File: src/rtl/control_fsm_pkg.sv
// -----------------------------------------------------------------------------
// cpu_ctrl_pkg -- shared encodings for the RISC control sequencer.
//
// Holds the 5-bit sequencer state enum, the opcode/op constants produced by the
// instruction decoder, the nsel/vsel mux codes and the packed control word that
// ctrl_outputs produces and control_fsm fans out onto its interface.
//
// Optional feature: CTRL_HALT_EN (see control_fsm.sv / control_fsm_outputs.sv).
// -----------------------------------------------------------------------------
package cpu_ctrl_pkg;

  // Execute-phase states carry their instruction path in the encoding, so the
  // FSM never has to look at opcode/op again after DECODE.
  typedef enum logic [4:0] {
    S_RST,
    S_IF1,
    S_IF2,
    S_UPD_PC,
    S_DECODE,
    S_WR_IMM,
    S_GET_A_ALU,
    S_GET_A_CMP,
    S_GET_A_LDR,
    S_GET_A_STR,
    S_GET_B_MOV,
    S_GET_B_ALU,
    S_GET_B_CMP,
    S_ALU_MOV,
    S_ALU_OP,
    S_WR_RD,
    S_STATUS,
    S_ADDR_LDR,
    S_ADDR_STR,
    S_LDADDR_LDR,
    S_LDADDR_STR,
    S_MEM_RD,
    S_MEM_WB,
    S_GET_RD,
    S_STR_C,
    S_MEM_WR,
    S_NOP,
    S_HALT
  } state_t;

  // Opcodes
  localparam logic [2:0] OPC_MOV  = 3'b110;
  localparam logic [2:0] OPC_ALU  = 3'b101;
  localparam logic [2:0] OPC_STR  = 3'b100;
  localparam logic [2:0] OPC_LDR  = 3'b011;
  localparam logic [2:0] OPC_HALT = 3'b111;

  // Sub-operations
  localparam logic [1:0] OP_ADD     = 2'b00;
  localparam logic [1:0] OP_CMP     = 2'b01;
  localparam logic [1:0] OP_AND     = 2'b10;
  localparam logic [1:0] OP_MVN     = 2'b11;
  localparam logic [1:0] OP_MOV_REG = 2'b00;
  localparam logic [1:0] OP_MOV_IMM = 2'b10;
  localparam logic [1:0] OP_MEM     = 2'b00;

  // Register-file read/write select
  localparam logic [1:0] NSEL_RN = 2'b00;
  localparam logic [1:0] NSEL_RD = 2'b01;
  localparam logic [1:0] NSEL_RM = 2'b10;

  // Writeback source
  localparam logic [1:0] VSEL_MDATA  = 2'b00;
  localparam logic [1:0] VSEL_SXIMM8 = 2'b01;
  localparam logic [1:0] VSEL_PC     = 2'b10;
  localparam logic [1:0] VSEL_C      = 2'b11;

  typedef struct packed {
    logic       halted;
    logic       mwrite;
    logic       loadaddr;
    logic       msel;
    logic       loadir;
    logic       loadpc;
    logic       write;
    logic       loads;
    logic       loadc;
    logic       bsel;
    logic       asel;
    logic       loadb;
    logic       loada;
    logic [1:0] vsel;
    logic [1:0] nsel;
  } ctrl_word_t;

  localparam ctrl_word_t CTRL_IDLE = '0;

endpackage

File: src/rtl/control_fsm_if.sv
// -----------------------------------------------------------------------------
// control_fsm_if -- decoder inputs and control strobes of the sequencer.
//
// master : the sequencer (reads opcode/op, drives every strobe)
// slave  : the datapath / PC / IR / RAM side (drives opcode/op, reads strobes)
//
// opcode[2:0], op[1:0]         : from the instruction decoder
// nsel[1:0], vsel[1:0]         : register select / writeback source
// loada..write                 : datapath strobes
// loadpc, loadir               : PC increment / instruction register capture
// msel, loadaddr, mwrite       : RAM address select, address reg load, write
// halted                       : high while halted
// -----------------------------------------------------------------------------
interface control_fsm_if;
  logic [2:0] opcode;
  logic [1:0] op;
  logic [1:0] nsel;
  logic [1:0] vsel;
  logic       loada;
  logic       loadb;
  logic       asel;
  logic       bsel;
  logic       loadc;
  logic       loads;
  logic       write;
  logic       loadpc;
  logic       loadir;
  logic       msel;
  logic       loadaddr;
  logic       mwrite;
  logic       halted;

  modport master (
    input  opcode, op,
    output nsel, vsel, loada, loadb, asel, bsel, loadc, loads, write,
           loadpc, loadir, msel, loadaddr, mwrite, halted
  );

  modport slave (
    output opcode, op,
    input  nsel, vsel, loada, loadb, asel, bsel, loadc, loads, write,
           loadpc, loadir, msel, loadaddr, mwrite, halted
  );
endinterface

File: src/rtl/control_fsm_outputs.sv
// -----------------------------------------------------------------------------
// ctrl_outputs -- Moore output decode of the control sequencer.
//
// Purely combinational: every control strobe is a function of the registered
// state only. Any field not set for a state stays 0.
//
// state : current sequencer state
// ctrl  : packed control word (see cpu_ctrl_pkg::ctrl_word_t)
//
// CTRL_HALT_EN defined : S_HALT raises 'halted'.
// CTRL_HALT_EN undefined: 'halted' is constant 0.
// -----------------------------------------------------------------------------
module ctrl_outputs
  import cpu_ctrl_pkg::*;
(
  input  state_t     state,
  output ctrl_word_t ctrl
);

  always_comb begin
    // NOTE: default everything first so no path through the case leaves a
    // field unassigned (which would infer a latch).
    ctrl = CTRL_IDLE;
    unique case (state)
      S_IF2:    ctrl.loadir = 1'b1;
      S_UPD_PC: ctrl.loadpc = 1'b1;
      S_WR_IMM: begin
        ctrl.nsel  = NSEL_RN;
        ctrl.vsel  = VSEL_SXIMM8;
        ctrl.write = 1'b1;
      end
      S_GET_A_ALU, S_GET_A_CMP, S_GET_A_LDR, S_GET_A_STR: begin
        ctrl.nsel  = NSEL_RN;
        ctrl.loada = 1'b1;
      end
      S_GET_B_MOV, S_GET_B_ALU, S_GET_B_CMP: begin
        ctrl.nsel  = NSEL_RM;
        ctrl.loadb = 1'b1;
      end
      // asel=1 feeds zero into the ALU's A input so C = 0 + B (plain move).
      S_ALU_MOV: begin
        ctrl.asel  = 1'b1;
        ctrl.loadc = 1'b1;
      end
      S_ALU_OP:  ctrl.loadc = 1'b1;
      S_WR_RD: begin
        ctrl.nsel  = NSEL_RD;
        ctrl.vsel  = VSEL_C;
        ctrl.write = 1'b1;
      end
      S_STATUS:  ctrl.loads = 1'b1;
      S_ADDR_LDR, S_ADDR_STR: begin
        ctrl.bsel  = 1'b1;
        ctrl.loadc = 1'b1;
      end
      S_LDADDR_LDR, S_LDADDR_STR: ctrl.loadaddr = 1'b1;
      // The RAM read is synchronous: address in MEM_RD, data valid in MEM_WB,
      // so msel must stay on across both.
      S_MEM_RD:  ctrl.msel = 1'b1;
      S_MEM_WB: begin
        ctrl.msel  = 1'b1;
        ctrl.nsel  = NSEL_RD;
        ctrl.vsel  = VSEL_MDATA;
        ctrl.write = 1'b1;
      end
      S_GET_RD: begin
        ctrl.nsel  = NSEL_RD;
        ctrl.loadb = 1'b1;
      end
      S_STR_C: begin
        ctrl.asel  = 1'b1;
        ctrl.loadc = 1'b1;
      end
      S_MEM_WR: begin
        ctrl.msel   = 1'b1;
        ctrl.mwrite = 1'b1;
      end
`ifdef CTRL_HALT_EN
      S_HALT:    ctrl.halted = 1'b1;
`endif
      default:   ctrl = CTRL_IDLE;
    endcase
  end

endmodule

File: src/rtl/control_fsm.sv
// -----------------------------------------------------------------------------
// control_fsm -- fetch/decode/execute sequencer for the 16-bit RISC datapath.
//
// clk    : system clock, rising edge
// reset  : synchronous, active-high; forces S_RST (all outputs 0)
// bus    : control_fsm_if.master -- opcode/op in, all control strobes out
//
// Moore machine in three processes: state register and next-state logic here,
// output decode in ctrl_outputs. opcode/op are looked at only in DECODE.
//
// CTRL_HALT_EN defined : opcode 111 enters HALT and stays there until reset.
// CTRL_HALT_EN undefined: opcode 111 takes the NOP path.
// -----------------------------------------------------------------------------
module control_fsm
  import cpu_ctrl_pkg::*;
(
  input  logic           clk,
  input  logic           reset,
  control_fsm_if.master  bus
);

  state_t     state;
  state_t     next_state;
  ctrl_word_t ctrl;

  // NOTE: sequential state uses non-blocking assignment so every flop samples
  // the pre-edge value of the others.
  always_ff @(posedge clk) begin
    if (reset) state <= S_RST;
    else       state <= next_state;
  end

  always_comb begin
    next_state = state;
    unique case (state)
      S_RST:    next_state = S_IF1;
      S_IF1:    next_state = S_IF2;
      S_IF2:    next_state = S_UPD_PC;
      S_UPD_PC: next_state = S_DECODE;

      // The only place the decoder fields are consulted. An x/z opcode fails
      // the HALT compare and falls through to the NOP default.
      S_DECODE: begin
        if (bus.opcode == OPC_HALT) begin
`ifdef CTRL_HALT_EN
          next_state = S_HALT;
`else
          next_state = S_NOP;
`endif
        end else begin
          case ({bus.opcode, bus.op})
            {OPC_MOV, OP_MOV_IMM}:                  next_state = S_WR_IMM;
            {OPC_MOV, OP_MOV_REG}:                  next_state = S_GET_B_MOV;
            {OPC_ALU, OP_ADD}, {OPC_ALU, OP_AND}:   next_state = S_GET_A_ALU;
            {OPC_ALU, OP_MVN}:                      next_state = S_GET_B_ALU;
            {OPC_ALU, OP_CMP}:                      next_state = S_GET_A_CMP;
            {OPC_LDR, OP_MEM}:                      next_state = S_GET_A_LDR;
            {OPC_STR, OP_MEM}:                      next_state = S_GET_A_STR;
            default:                                next_state = S_NOP;
          endcase
        end
      end

      S_GET_A_ALU:  next_state = S_GET_B_ALU;
      S_GET_A_CMP:  next_state = S_GET_B_CMP;
      S_GET_A_LDR:  next_state = S_ADDR_LDR;
      S_GET_A_STR:  next_state = S_ADDR_STR;
      S_GET_B_MOV:  next_state = S_ALU_MOV;
      S_GET_B_ALU:  next_state = S_ALU_OP;
      S_GET_B_CMP:  next_state = S_STATUS;
      S_ALU_MOV,
      S_ALU_OP:     next_state = S_WR_RD;
      S_ADDR_LDR:   next_state = S_LDADDR_LDR;
      S_ADDR_STR:   next_state = S_LDADDR_STR;
      S_LDADDR_LDR: next_state = S_MEM_RD;
      S_LDADDR_STR: next_state = S_GET_RD;
      S_MEM_RD:     next_state = S_MEM_WB;
      S_GET_RD:     next_state = S_STR_C;
      S_STR_C:      next_state = S_MEM_WR;
      S_WR_IMM, S_WR_RD, S_STATUS,
      S_MEM_WB, S_MEM_WR, S_NOP:
                    next_state = S_IF1;
      S_HALT:       next_state = S_HALT;
      default:      next_state = S_RST;
    endcase
  end

  ctrl_outputs u_outputs (
    .state (state),
    .ctrl  (ctrl)
  );

  assign bus.nsel     = ctrl.nsel;
  assign bus.vsel     = ctrl.vsel;
  assign bus.loada    = ctrl.loada;
  assign bus.loadb    = ctrl.loadb;
  assign bus.asel     = ctrl.asel;
  assign bus.bsel     = ctrl.bsel;
  assign bus.loadc    = ctrl.loadc;
  assign bus.loads    = ctrl.loads;
  assign bus.write    = ctrl.write;
  assign bus.loadpc   = ctrl.loadpc;
  assign bus.loadir   = ctrl.loadir;
  assign bus.msel     = ctrl.msel;
  assign bus.loadaddr = ctrl.loadaddr;
  assign bus.mwrite   = ctrl.mwrite;
  assign bus.halted   = ctrl.halted;

endmodule

File: src/flat_wrapper.sv
// flat-port wrapper written by rule: the top's interface ports become plain ports
module control_fsm_flat import cpu_ctrl_pkg::*;
  (clk, reset, bus_opcode, bus_op, bus_nsel, bus_vsel, bus_loada, bus_loadb, bus_asel, bus_bsel, bus_loadc, bus_loads, bus_write, bus_loadpc, bus_loadir, bus_msel, bus_loadaddr, bus_mwrite, bus_halted);
  control_fsm_if bus_i ();
  input  logic clk;
  input  logic reset;
  input wire logic [$bits(bus_i.opcode)-1:0] bus_opcode;
  input wire logic [$bits(bus_i.op)-1:0] bus_op;
  output wire logic [$bits(bus_i.nsel)-1:0] bus_nsel;
  output wire logic [$bits(bus_i.vsel)-1:0] bus_vsel;
  output wire logic [$bits(bus_i.loada)-1:0] bus_loada;
  output wire logic [$bits(bus_i.loadb)-1:0] bus_loadb;
  output wire logic [$bits(bus_i.asel)-1:0] bus_asel;
  output wire logic [$bits(bus_i.bsel)-1:0] bus_bsel;
  output wire logic [$bits(bus_i.loadc)-1:0] bus_loadc;
  output wire logic [$bits(bus_i.loads)-1:0] bus_loads;
  output wire logic [$bits(bus_i.write)-1:0] bus_write;
  output wire logic [$bits(bus_i.loadpc)-1:0] bus_loadpc;
  output wire logic [$bits(bus_i.loadir)-1:0] bus_loadir;
  output wire logic [$bits(bus_i.msel)-1:0] bus_msel;
  output wire logic [$bits(bus_i.loadaddr)-1:0] bus_loadaddr;
  output wire logic [$bits(bus_i.mwrite)-1:0] bus_mwrite;
  output wire logic [$bits(bus_i.halted)-1:0] bus_halted;
  assign bus_i.opcode = bus_opcode;
  assign bus_i.op = bus_op;
  assign bus_nsel = bus_i.nsel;
  assign bus_vsel = bus_i.vsel;
  assign bus_loada = bus_i.loada;
  assign bus_loadb = bus_i.loadb;
  assign bus_asel = bus_i.asel;
  assign bus_bsel = bus_i.bsel;
  assign bus_loadc = bus_i.loadc;
  assign bus_loads = bus_i.loads;
  assign bus_write = bus_i.write;
  assign bus_loadpc = bus_i.loadpc;
  assign bus_loadir = bus_i.loadir;
  assign bus_msel = bus_i.msel;
  assign bus_loadaddr = bus_i.loadaddr;
  assign bus_mwrite = bus_i.mwrite;
  assign bus_halted = bus_i.halted;
  control_fsm u_core (.clk(clk), .reset(reset), .bus(bus_i));
endmodule
File: config.mk
export PLATFORM = sky130hd
export DESIGN_NAME = control_fsm_flat
export DESIGN_NICKNAME = d
export VERILOG_FILES = /design/src/rtl/control_fsm_pkg.sv /design/src/rtl/control_fsm_if.sv /design/src/rtl/control_fsm_outputs.sv /design/src/rtl/control_fsm.sv /design/src/flat_wrapper.sv
export SDC_FILE = /design/constraint.sdc
export NUM_CORES = 1
export LEC_CHECK = 0
export CAP_MARGIN = 40
export CORE_MARGIN = 5
export CORE_UTILIZATION = 46
export CTS_BUF_LIST = sky130_fd_sc_hd__clkbuf_8 sky130_fd_sc_hd__clkbuf_16
export DETAILED_ROUTE_END_ITERATION = 8
export PLACE_DENSITY = 0.84
export SLEW_MARGIN = 20
export SYNTH_ARGS = -nofsm -noshare
export SYNTH_HDL_FRONTEND = slang
export SYNTH_SLANG_ARGS = --single-unit
File: constraint.sdc
create_clock -name clk -period 1.46 [get_ports clk]
set_input_delay 0.292 -clock clk [delete_from_list [all_inputs] [get_ports clk]]
set_output_delay 0.292 -clock clk [all_outputs]
set_load 0.1 [all_outputs]
==> tab_implementation.tex, run 1 <==
\begin{tabular}{lr}
\hline
Metric & Value \\
\hline
\multicolumn{2}{l}{\textbf{Yosys}} \\
Number of enable-type register cells in the synthesized netlist & 0 \\
Async S/R FF share, synth & 0 \\
Synth top area share & 0.1258 \\
Sequential share of the synthesized area & 0.1258 \\
Total standard cell area after synthesis & 795.8 um\^{}2 \\
Primary flip-flop cell chosen by synthesis mapping & dfxtp\_1 \\
Top post-synthesis cells by area & dfxtp\_1, a21oi\_1, nand2\_1 \\
Synth cell types & 41 \\
Mean instance size in the synthesized netlist & 6.577 um\^{}2 \\
Count leader, synth & a21oi\_1 \\
Nets in the synthesized netlist & 128 \\
Post-synthesis instance total & 121 \\
Cell taking the most area after synthesis & dfxtp\_1 \\
Yosys Warn Count & 0 \\
Number of synthesized register bits & 5 \\
Leading post-synthesis cells by instance count & a21oi\_1, nand2\_1, nor2\_1 \\
\multicolumn{2}{l}{\textbf{Floorplanning}} \\
Die height & 51.59 um \\
Die boundary width & 51.59 um \\
Starting utilization of the core area & 0.4711 \\
Total number of placement rows & 15 \\
Ports & 24 \\
\multicolumn{2}{l}{\textbf{CTS}} \\
Buffers inserted by post-CTS timing repair & 16 \\
TritonCTS buffer count & 3 \\
Post-CTS sizing & 53 \\
Hold buffer count at cts & 0 \\
CTS Buffer Depth & 2 \\
Count of H-tree levels built during CTS & 1 \\
Number of sinks handled by clock tree synthesis & 5 \\
Cell at the root of the clock tree & clkbuf\_8 \\
\multicolumn{2}{l}{\textbf{Place}} \\
Placed cell count & 185 \\
Final weighted congestion in routability-driven placement & 0.8453 \\
Total placed instance area & 0.001579 mm\^{}2 \\
IO Port Bufs & 22 \\
Detailed Place HPWL & 2.761 mm \\
\multicolumn{2}{l}{\textbf{Run status}} \\
Run status & aborted with a tool error \\
Tool Error & [ERROR DPL-0038] Utilization greater than 100\%, impossible to legalize \\
Failing step & clock tree synthesis (4\_1\_cts) \\
\hline
\end{tabular}
metrics by stage:
step / setup slack (ns) / TNS (ns)
2_1_floorplan: -0.7643 / -4.739
3_3_place_gp: -0.2631 / -1.518
3_5_place_dp: -0.3916 / -2.642
cell families after synthesis:
group	count (synthesis)	share of synthesized area
other	1	0.004712
flip-flops	5	0.1258
AO/OA/AOI/OAI	41	0.3554
XOR/XNOR	2	0.02202
AND/OR/NAND/NOR	56	0.3821
buffers and inverters	15	0.09748
multiplexers	1	0.01258
==> run 2: changes to the inputs <==
Settings changed: CORE_AREA from default to 5 5 66 68, CORE_MARGIN 5 to default, CORE_UTILIZATION 46 to default, CTS_BUF_LIST sky130_fd_sc_hd__clkbuf_8 sky130_fd_sc_hd__clkbuf_16 to default, DIE_AREA from default to 0 0 71 73, PLACE_DENSITY 0.84 to default, PLACE_DENSITY_LB_ADDON from default to 0.15.
==> tab_implementation.tex, run 2 <==
\begin{tabular}{lr}
\hline
Metric & Value \\
\hline
\multicolumn{2}{l}{\textbf{Yosys}} \\
Mean instance size in the synthesized netlist & 6.577 um\^{}2 (unchanged) \\
Number of synthesized register bits & 5 (unchanged) \\
Top post-synthesis cells by area & dfxtp\_1, a21oi\_1, nand2\_1 \\
Cell taking the most area after synthesis & dfxtp\_1 \\
Count leader, synth & a21oi\_1 \\
Sequential share of the synthesized area & 0.1258 (unchanged) \\
Primary flip-flop cell chosen by synthesis mapping & dfxtp\_1 \\
Leading post-synthesis cells by instance count & a21oi\_1, nand2\_1, nor2\_1 \\
Synth top area share & 0.1258 (unchanged) \\
Nets in the synthesized netlist & 128 (unchanged) \\
Number of enable-type register cells in the synthesized netlist & 0 (unchanged) \\
Synth cell types & 41 (unchanged) \\
Total standard cell area after synthesis & 795.8 um\^{}2 (unchanged) \\
Post-synthesis instance total & 121 (unchanged) \\
Yosys Warn Count & 0 (unchanged) \\
Async S/R FF share, synth & 0 (unchanged) \\
\multicolumn{2}{l}{\textbf{Floorplanning}} \\
Core Area & 0.003799 mm\^{}2 \\
Total Die Area & 0.005183 mm\^{}2 \\
Die boundary width & 71 um (+38\%) \\
Die height & 73 um (+42\%) \\
Starting utilization of the core area & 0.2095 (-0.2616) \\
Total number of placement rows & 23 (+8) \\
Ports & 24 (unchanged) \\
\multicolumn{2}{l}{\textbf{Drt}} \\
Number of nets with antenna violations after detailed routing & 0 \\
Wire length per cell & 13.81 um \\
Drt drc & 0 \\
Number of DRC markers in iteration 0 & 17 \\
TritonRoute pass-1 iters & 4 \\
Via-per-instance ratio & 4.975 \\
Final Routed Wirelength & 3.272 mm \\
Vias & 1179 \\
\multicolumn{2}{l}{\textbf{Worst setup path}} \\
Type of destination of the critical path & primary output \\
Critical path's top delay family & flip-flops \\
Critical Path RT & 1.17 ns \\
Maximum fanout along the worst path & 7 \\
Delay of the slowest cell on the worst path & 0.38 ns \\
Startpoint-to-endpoint class of the critical path & reg -> out \\
Critical path launch point type & flop \\
CP arrival & 1.43 ns \\
Crit path max-delay cell type & dfxtp\_4 \\
Total buffers and inverters traversed by the critical path & 2 \\
Cell-by-cell listing of the critical path & buf\_4 -> xor2\_2 -> nor2\_2 -> a21oi\_2 -> nor2b\_4 -> buf\_12 \\
\multicolumn{2}{l}{\textbf{Finish}} \\
Post-Route Utilization & 0.5201 \\
Fraction of layout instances using a drive strength above 1 & 0.6471 \\
Most frequent standard cell in the layout excluding fill and tap cells & buf\_4 \\
Number of nets in the finished design & 195 \\
Largest register by flop count & u\_core.state \\
Synthesis-to-layout area growth & 148.3\% \\
Most used cells in the layout excluding fill and tap cells & buf\_4, buf\_12, buf\_6, a21oi\_1, nand2\_1 \\
Number of flip-flops under the largest register name & 5 \\
Number of antenna repair diodes & 0 \\
Fill cell total of the finished layout & 353 \\
Biggest registers after layout & u\_core.state: 5 flops \\
Final standard cell count with taps included and fillers excluded & 237 \\
\multicolumn{2}{l}{\textbf{Global routing}} \\
Wire length of the first global-routing pass & 5.506 mm \\
Initial antenna violation count & 0 \\
Vias in the first global route & 1186 \\
Total global routing overflow & 0 \\
Total GRT Usage & 0.1286 \\
Largest net degree at the start of global routing & 15 \\
\multicolumn{2}{l}{\textbf{CTS}} \\
CTS Buffer Depth & 2 (unchanged) \\
Number of sinks handled by clock tree synthesis & 5 (unchanged) \\
Skew-Pair Late Insertion Delay & 0.22 ns \\
CTS tree & yes \\
CTS clock-pin slew for the worst setup and hold paths & 0.03 ns \\
Cell at the root of the clock tree & clkbuf\_8 \\
Count of H-tree levels built during CTS & 1 (unchanged) \\
TritonCTS buffer count & 3 (unchanged) \\
\multicolumn{2}{l}{\textbf{Run status}} \\
Run status & finished with violations \\
Failing checks & negative setup slack \\
\multicolumn{2}{l}{\textbf{Place}} \\
Detailed Place HPWL & 2.309 mm (-16\%) \\
Final weighted congestion in routability-driven placement & 0.8612 (+1.9\%) \\
Placed cell count & 219 (+18\%) \\
IO Port Bufs & 22 (unchanged) \\
Pre-CTS setup slack & -0.3319 ns (+0.05969 ns) \\
\multicolumn{2}{l}{\textbf{Timing}} \\
Final number of setup-violating endpoints & 20 \\
Unrepaired setup endpoints after global routing & true \\
Max-slew violation total from the final report & 0 \\
Worst-case clock skew & 0.001434 ns \\
Final-layout worst hold slack & 0.6407 ns \\
Tcrit/Tclk final & 1.181 \\
Maximum operating frequency & 580.1 MHz \\
Final critical path time including I/O delays and setup & 1.724 ns \\
Hold violation total from the final report & 0 \\
Final worst slack & -0.2638 ns \\
\multicolumn{2}{l}{\textbf{Min path}} \\
Hold/Removal Path Class & in -> reg \\
\multicolumn{2}{l}{\textbf{Power}} \\
Peak supply drop & 0.6335 mV \\
Pwr Density & 1580 mW/mm\^{}2 \\
Leakage power & 0.7482 nW \\
Post-route total power & 3.121 mW \\
\multicolumn{2}{l}{\textbf{Run}} \\
\# Max-Cap Violations & 0 \\
\hline
\end{tabular}
-- run 2: logic make-up (layout without fill, tap and decap cells) --
family,after synthesis,after routing,synth area share
AND/OR/NAND/NOR,56,56,0.3821
AO/OA/AOI/OAI,41,41,0.3554
buffers and inverters,15,81,0.09748
flip-flops,5,5,0.1258
XOR/XNOR,2,2,0.02202
other,1,1,0.004712
multiplexers,1,1,0.01258
-- run 2: routing by layer --
metal / track usage / routed length [um] / vias up
met3: 0.01515 / 97 / 4
met1: 0.1495 / 1366 / 568
li1: - / - / 578
met4: 0.03340 / 37 / 0
met5: 0 / 0 / -
met2: 0.2472 / 1771 / 29
-- run 2: worst register-to-register path, stage by stage, from the launching register on --
cell,delay [ns]
dfxtp_4,0.36
buf_12,0.13
buf_4,0.13
buf_6,0.11
and2b_1,0.17
buf_6,0.12
and3_4,0.19
a31oi_1,0.13
a21oi_1,0.08
-- run 2: metrics by stage --
step / cell area (um^2) / setup TNS (ns)
after floorplan: 1017 / -4.739
after global placement: 1640 / -1.904
after detailed placement: 1640 / -2.063
after CTS: 1851 / -3.482
after global routing: 1976 / -4.528
final: 1976 / -3.339
-- run 2: timing repair --
| action | 4_1_cts | 5_1_grt |
|---|---|---|
| setup endpoints to repair | 20 | 21 |
| setup buffers | 9 | 5 |
| cloned | 1 | 0 |
| hold buffers | 0 | 0 |
| resized for setup | 31 | 22 |
| pin swaps | 13 | 12 |
-- run 2: worst paths after layout --
kind / from / endpoint / slack [ns] / depth (start not counted)
max: u_core.state[1] / bus_write / -0.26 / 6
min: bus_op[0] / u_core.state[1] / 0.64 / 3
max reg2reg: u_core.state[2] / u_core.state[2] / -0.07 / 8
min reg2reg: u_core.state[3] / u_core.state[3] / 0.79 / 2
-- run 2: cell type report --
| class | instances | area, um^2 | area share |
|---|---|---|---|
| Multi-Input combinational cell | 101 | 922.1 | 0.4668 |
| Sequential cell | 5 | 118.9 | 0.06016 |
| Timing Repair Buffer | 73 | 812.0 | 0.4110 |
| Inverter | 4 | 15.01 | 0.007600 |
| Clock buffer | 4 | 45.04 | 0.02280 |
| Tap cell | 50 | 62.56 | 0.03167 |
-- run 2: report_power, final --
part | total [mW] | internal (mW) | leakage (nW) | switching, mW
registers | 0.330 | 0.208 | 0.0445 | 0.122
clock network | 0.252 | 0.187 | 0.0228 | 0.0649
logic | 2.54 | 1.22 | 0.681 | 1.31
(Power assumes the default switching activity.)
